--- src/rtl/kf_pkg.sv ---
// Shared definitions for the Kalman-filter init/measurement receive path:
// word geometry, coefficient bank index map and the sign-magnitude converter.
package kf_pkg;

  localparam int unsigned W     = 24;
  localparam int unsigned FRAC  = 14;
  localparam int unsigned NCOEF = 20;

  // Coefficient bank index map, in stream order
  localparam int unsigned KF_X1    = 0;
  localparam int unsigned KF_X2    = 1;
  localparam int unsigned KF_P11   = 2;
  localparam int unsigned KF_P12   = 3;
  localparam int unsigned KF_P21   = 4;
  localparam int unsigned KF_P22   = 5;
  localparam int unsigned KF_PHI11 = 6;
  localparam int unsigned KF_PHI12 = 7;
  localparam int unsigned KF_PHI21 = 8;
  localparam int unsigned KF_PHI22 = 9;
  localparam int unsigned KF_Q11   = 10;
  localparam int unsigned KF_Q12   = 11;
  localparam int unsigned KF_Q21   = 12;
  localparam int unsigned KF_Q22   = 13;
  localparam int unsigned KF_H1    = 14;
  localparam int unsigned KF_H2    = 15;
  localparam int unsigned KF_R     = 16;
  localparam int unsigned KF_G1    = 17;
  localparam int unsigned KF_G2    = 18;
  localparam int unsigned KF_U     = 19;

  typedef enum logic [1:0] {
    ST_IDLE = 2'd0,
    ST_LOAD = 2'd1,
    ST_RUN  = 2'd2
  } kf_state_e;

  // Sign-magnitude to two's complement; negative zero maps to 0 naturally
  function automatic logic [W-1:0] sm2tc(input logic [W-1:0] sm);
    logic [W-1:0] mag;
    mag = {1'b0, sm[W-2:0]};
    return sm[W-1] ? (~mag + W'(1)) : mag;
  endfunction

endpackage

--- src/rtl/kf_coef_bank.sv ---
// Coefficient register file: one write port, registered read port,
// out-of-range reads return 0.
module kf_coef_bank #(
  parameter int unsigned W     = 24,
  parameter int unsigned NCOEF = 20,
  parameter int unsigned ADDRW = 5
) (
  input  logic             clk,
  input  logic             rst_n,
  input  logic             wr_en,
  input  logic [ADDRW-1:0] wr_addr,
  input  logic [W-1:0]     wr_data,
  input  logic [ADDRW-1:0] rd_addr,
  output logic [W-1:0]     rd_data
);

  logic [W-1:0] mem [NCOEF];

  always_ff @(posedge clk or negedge rst_n) begin
    if (!rst_n) begin
      for (int i = 0; i < NCOEF; i++) begin
        mem[i] <= '0;
      end
      rd_data <= '0;
    end else begin
      if (wr_en && (wr_addr < ADDRW'(NCOEF))) begin
        mem[wr_addr] <= wr_data;
      end
      // Read sees the pre-edge contents; a same-edge write shows up one read later
      rd_data <= (rd_addr < ADDRW'(NCOEF)) ? mem[rd_addr] : '0;
    end
  end

endmodule

--- src/rtl/kf_init_rx.sv ---
// Receive endpoint for the KF init/measurement stream: loads NCOEF coefficients
// after START, then latches measurement words on request from the datapath.
module kf_init_rx #(
  parameter int unsigned W     = kf_pkg::W,
  parameter int unsigned FRAC  = kf_pkg::FRAC,
  parameter int unsigned NCOEF = kf_pkg::NCOEF,
  parameter int unsigned ADDRW = 5
) (
  input  logic             clk,
  input  logic             rst_n,
  input  logic             START,
  input  logic [W-1:0]     DATA_IN,
  input  logic             meas_take,
  input  logic [ADDRW-1:0] coef_addr,
  output logic [W-1:0]     coef_data,
  output logic             load_done,
  output logic [W-1:0]     meas_data,
  output logic             meas_valid,
  output logic             load_busy
);

  import kf_pkg::*;

  // Counter must reach NCOEF+1, the edge that takes the first measurement
  localparam int unsigned CNTW = $clog2(NCOEF + 2);

  if (W != kf_pkg::W) begin : g_bad_w
    $error("kf_init_rx: W must match kf_pkg::W");
  end
  if ((2 ** ADDRW) < NCOEF) begin : g_bad_addrw
    $error("kf_init_rx: ADDRW too narrow for NCOEF");
  end
  if (FRAC >= W) begin : g_bad_frac
    $error("kf_init_rx: FRAC must be below W");
  end
  if (NCOEF != (KF_U + 1)) begin : g_bad_ncoef
    $error("kf_init_rx: NCOEF must match the coefficient index map");
  end

  kf_state_e        state;
  logic [CNTW-1:0]  cnt;
  logic             wr_en_c;
  logic [ADDRW-1:0] wr_addr_c;
  logic [W-1:0]     conv_c;

  assign conv_c = sm2tc(DATA_IN);

  // Word cnt lands in bank[cnt-1]; a restarting START suppresses the write
  always_comb begin
    wr_en_c   = 1'b0;
    wr_addr_c = ADDRW'(cnt - CNTW'(1));
    if ((state == ST_LOAD) && !START && (cnt != '0) && (cnt <= CNTW'(NCOEF))) begin
      wr_en_c = 1'b1;
    end
  end

  always_ff @(posedge clk or negedge rst_n) begin
    if (!rst_n) begin
      state      <= ST_IDLE;
      cnt        <= '0;
      load_done  <= 1'b0;
      meas_data  <= '0;
      meas_valid <= 1'b0;
      load_busy  <= 1'b0;
    end else begin
      meas_valid <= 1'b0;
      case (state)
        ST_IDLE: begin
          if (START) begin
            state     <= ST_LOAD;
            cnt       <= CNTW'(1);
            load_done <= 1'b0;
            load_busy <= 1'b1;
          end
        end
        ST_LOAD: begin
          if (START) begin
            cnt <= CNTW'(1);
          end else if (cnt == CNTW'(NCOEF + 1)) begin
            state      <= ST_RUN;
            meas_data  <= conv_c;
            meas_valid <= 1'b1;
            load_done  <= 1'b1;
            load_busy  <= 1'b0;
          end else begin
            cnt <= cnt + CNTW'(1);
          end
        end
        ST_RUN: begin
          // START wins over a same-cycle meas_take
          if (START) begin
            state     <= ST_LOAD;
            cnt       <= CNTW'(1);
            load_done <= 1'b0;
            load_busy <= 1'b1;
          end else if (meas_take) begin
            meas_data  <= conv_c;
            meas_valid <= 1'b1;
          end
        end
        default: begin
          state     <= ST_IDLE;
          cnt       <= '0;
          load_done <= 1'b0;
          load_busy <= 1'b0;
        end
      endcase
    end
  end

  kf_coef_bank #(
    .W     (W),
    .NCOEF (NCOEF),
    .ADDRW (ADDRW)
  ) u_bank (
    .clk     (clk),
    .rst_n   (rst_n),
    .wr_en   (wr_en_c),
    .wr_addr (wr_addr_c),
    .wr_data (conv_c),
    .rd_addr (coef_addr),
    .rd_data (coef_data)
  );

endmodule

--- config.mk ---
export PLATFORM = sky130hd
export DESIGN_NAME = kf_init_rx
export DESIGN_NICKNAME = d
export VERILOG_FILES = /design/src/rtl/kf_pkg.sv /design/src/rtl/kf_coef_bank.sv /design/src/rtl/kf_init_rx.sv
export SDC_FILE = /design/constraint.sdc
export NUM_CORES = 1
export LEC_CHECK = 0
export ABC_AREA = 1
export BUFFER_PORTS_ARGS = -buffer_cell sky130_fd_sc_hd__buf_2
export CAP_MARGIN = 20
export CORE_ASPECT_RATIO = 1.75
export CORE_UTILIZATION = 55
export DETAILED_ROUTE_END_ITERATION = 8
export PLACE_DENSITY = 0.72
export SKIP_LAST_GASP = 1
export SLEW_MARGIN = 20
export SYNTH_ARGS = -nofsm -noshare
export SYNTH_HDL_FRONTEND = slang
export SYNTH_SLANG_ARGS = --single-unit
--- constraint.sdc ---
create_clock -name clk -period 1.83 [get_ports clk]
set_input_delay 0.366 -clock clk [delete_from_list [all_inputs] [get_ports clk]]
set_output_delay 0.366 -clock clk [all_outputs]
set_load 0.02 [all_outputs]
==> results.py <==
metrics = {
    "layout": {
        "antenna_cells": 0,
        "final-instance-count-excl-fill": 4140,
        "drive_gt1_share_pct": 17.1,
        "nets": 3570,
        "final_util_pct": 70.5,
        "syn2layout_area_growth_pct": 25.8,
    },
    "timing": {
        "relSlewSlack_pct": 48.4,
        "slew_violations": 0,
        "grt_setup_unrepaired": "yes",
        "skew_ns": 0.00974,
        "whs_ns": 0.0771,
        "max_freq_mhz": 492,
        "finalCritPeriodShare_pct": 111,
        "setup_viol": 481,
        "finalCriticalPeriod_ns": 2.03,
        "worst_slack_ns": -0.203,
        "hold_violations": 0,
        "tightestPinTransition_ns": 0.772,
    },
    "yosys": {
        "synth-seq-cells": 538,
        "synth_cell_types": 29,
        "ys_warn_count": 0,
        "synth_edf_count": 0,
        "synth.largest_area_cell": "dfrtp_1",
        "synth_top_area_share_pct": 52.9,
        "ys_async_sr_fraction_pct": 100,
        "synth.area.top_cells": "dfrtp_1, nand2_1, o21ai_0, nor2_1, o21ai_1",
        "avgSynthCellArea_um2": 7.56,
        "syn-num-nets": 3409,
        "synthesis.area_mm2": 0.0254,
        "synth_seq_area_share_pct": 52.9,
        "syn_inst": 3364,
        "ys.flop_type": "dfrtp_1",
    },
    "power": {
        "p_per_area_mw_per_mm2": 1140,
        "p_leak_nw": 16.5,
        "irDropWorstVdd_v": 0.000915,
    },
    "global_route": {
        "grt_pass1_wl_um": 127000,
        "grt_pass1_vias": 23409,
        "grt_overflow": 0,
        "grt_max_degree": 86,
        "antenna_found_initial": 2,
        "grt_usage_pct": 35.2,
    },
    "cts": {
        "clkLatencyLatePin_ns": 0.59,
        "cts_tree": "built",
        "cts_sinks": 538,
        "cts-root-buf": "clkbuf_16",
        "numCtsBuffers": 50,
        "clk_pin_slew_ns": 0.07,
        "cts_buffer_depth": 3,
        "cts_max_level": 2,
    },
    "critical_path": {
        "arrival_ns": 2.56,
        "cp_max_fo": 6,
        "crit_family": "buffers and inverters",
        "critPathMaxStageDelay_ns": 0.41,
        "cp-start-kind": "flop",
        "path_cells": "inv_4 -> ha_4 -> xnor2_4 -> inv_2 -> nor2_4 -> nand2_4 -> buf_12 -> nor2_4 -> buf_2 -> nand2_1 -> nand2_1",
        "crit_type": "reg2reg",
        "critPathSlowestCell": "dfrtp_1",
        "crit_buf_inv": 4,
        "required_ns": 2.36,
        "endpoint_kind": "flop",
    },
    "floorplan": {
        "die_area_mm2": 0.0471,
        "die_w_um": 165,
        "rows": 103,
        "start_util_pct": 56.1,
        "io_pins": 84,
        "fp.dieH_um": 286,
        "core-area_mm2": 0.0454,
    },
    "run_status": {
        "violations": "negative setup slack",
        "outcome": "finished, violations left",
    },
    "detailed_routing": {
        "drc": 0,
        "firstDrtPassIters": 6,
        "drtAntennaViolNets": 0,
        "routed_wl_um": 90800,
        "route.detailed.wl_per_inst_um": 21.9,
        "drt_iter0_markers": 2874,
        "avgViaCountPerCell": 6.00,
        "vias": 24846,
    },
    "hold_path": {
        "hp-class": "in2reg",
    },
    "place": {
        "place_ws_ns": -0.312,
        "gp_congestion": 0.895,
        "dp_cells": 3986,
        "portBuffers": 83,
        "dp_hpwl_um": 50400,
    },
    "job": {
        "cap_viol_max_count": 0,
    },
}
area by class of cell:
class                   instances  area [um^2]
multi-input cells            2483        11400
inverters                     116          497
clock buffers                  71         1500
fillers                      3418        13400
flip-flops and latches        538        13500
well taps                     577          722
clock inverters                19          259
repair buffers                336         4180
cell usage in the layout, fill, tap and decap left out, types with 20 or more instances in the layout:
cell type	instances
nand2_4	40
buf_2	81
inv_1	94
nand2_2	50
buf_6	25
buf_12	99
o22ai_1	20
nand3_1	93
o21ai_1	124
nand2_1	1258
clkbuf_16	77
dfrtp_1	538
a21oi_1	20
nor2_1	410
buf_4	98
o21ai_2	30
o21ai_0	344
registers in the layout, indices dropped and copies added, names as in the netlist:
| register | flops |
|---|---|
| u_bank.mem | 480 |
| load_busy | 1 |
| state | 2 |
| meas_data | 24 |
| load_done | 1 |
| meas_valid | 1 |
| u_bank.rd_data | 24 |
| cnt | 5 |
per-layer routing:
layer  routed length (um)  track usage [%]
met1                31200             42.6
met2                43000             58.5
met3                 8110             5.02
met4                 8510             22.7
met5                    0                0
power breakdown:
group / leakage [nW] / switching [mW] / internal [mW]
Sequential: 7.21 / 1.35 / 14.3
Clock: 0.873 / 4.69 / 6.57
Combinational: 8.41 / 5.79 / 3.74
kinds of logic (layout without fill, tap and decap cells):
logic type,Yosys count,in the layout,synth area share (%)
compound gates,557,557,11.2
xor+xnor,12,12,0.413
fa+ha+maj,12,12,0.590
buf+inv,343,542,5.68
flops,538,538,52.9
simple gates,1902,1902,29.1
final timing paths:
| kind | startpoint | endpoint | slack, ns | cells past startpoint |
|---|---|---|---|---|
| setup / recovery | cnt[0] | u_bank.mem[425] | -0.20 | 11 |
| hold / removal | coef_addr[4] | u_bank.rd_data[6] | 0.08 | 4 |
| setup reg to reg | cnt[0] | u_bank.mem[425] | -0.20 | 11 |
| hold reg to reg | u_bank.mem[185] | u_bank.mem[185] | 0.48 | 2 |
| max in group asynchronous | rst_n | u_bank.rd_data[0] | 0.79 | 4 |
| min in group asynchronous | rst_n | u_bank.mem[382] | 0.23 | 2 |
through the flow:
step	instance area (um^2)	TNS, ns	total power, mW
global placement	28300	-58.87	23.0
global route	32000	-73.02	37.9
floorplan	25600	-0.00330	20.2
detailed placement	28300	-75.88	23.4
CTS	30600	-4.61	35.1
finish	32000	-43.10	36.4
what timing repair did:
| action | CTS | global route |
|---|---|---|
| endpoints found under the hold margin | 260 | 0 |
| endpoints found under the setup margin | 466 | 508 |
| resized for setup | 65 | 232 |
| pin swaps | 18 | 52 |
| hold buffers | 1 | 0 |
| setup buffers | 22 | 7 |
| cloned | 5 | 33 |
cell usage after synthesis (2+ instances only):
master / n
buf_2: 106
nor2_1: 423
ha_1: 12
nand4_1: 8
buf_4: 6
nor2_2: 15
nand3_2: 2
dfrtp_1: 538
xnor2_1: 4
nor2_4: 2
xor2_1: 8
nor3_1: 2
inv_1: 97
nand2_1: 1346
o21ai_0: 389
nand3_1: 93
o211ai_1: 17
a21oi_1: 20
buf_1: 13
nand4_2: 2
nand2_2: 7
o21ai_1: 109
o22ai_1: 20
nand4_4: 2
inv_2: 19
clkbuf_1: 101
worst register-to-register path, delay by kind of cell, from the launching register on:
kind,cells,cell delay [ns]
buf+inv,4,0.63
simple gates,5,0.61
flops,1,0.41
fa+ha+maj,1,0.18
xor+xnor,1,0.14
Note: power is estimated with default switching activity, not from simulation.
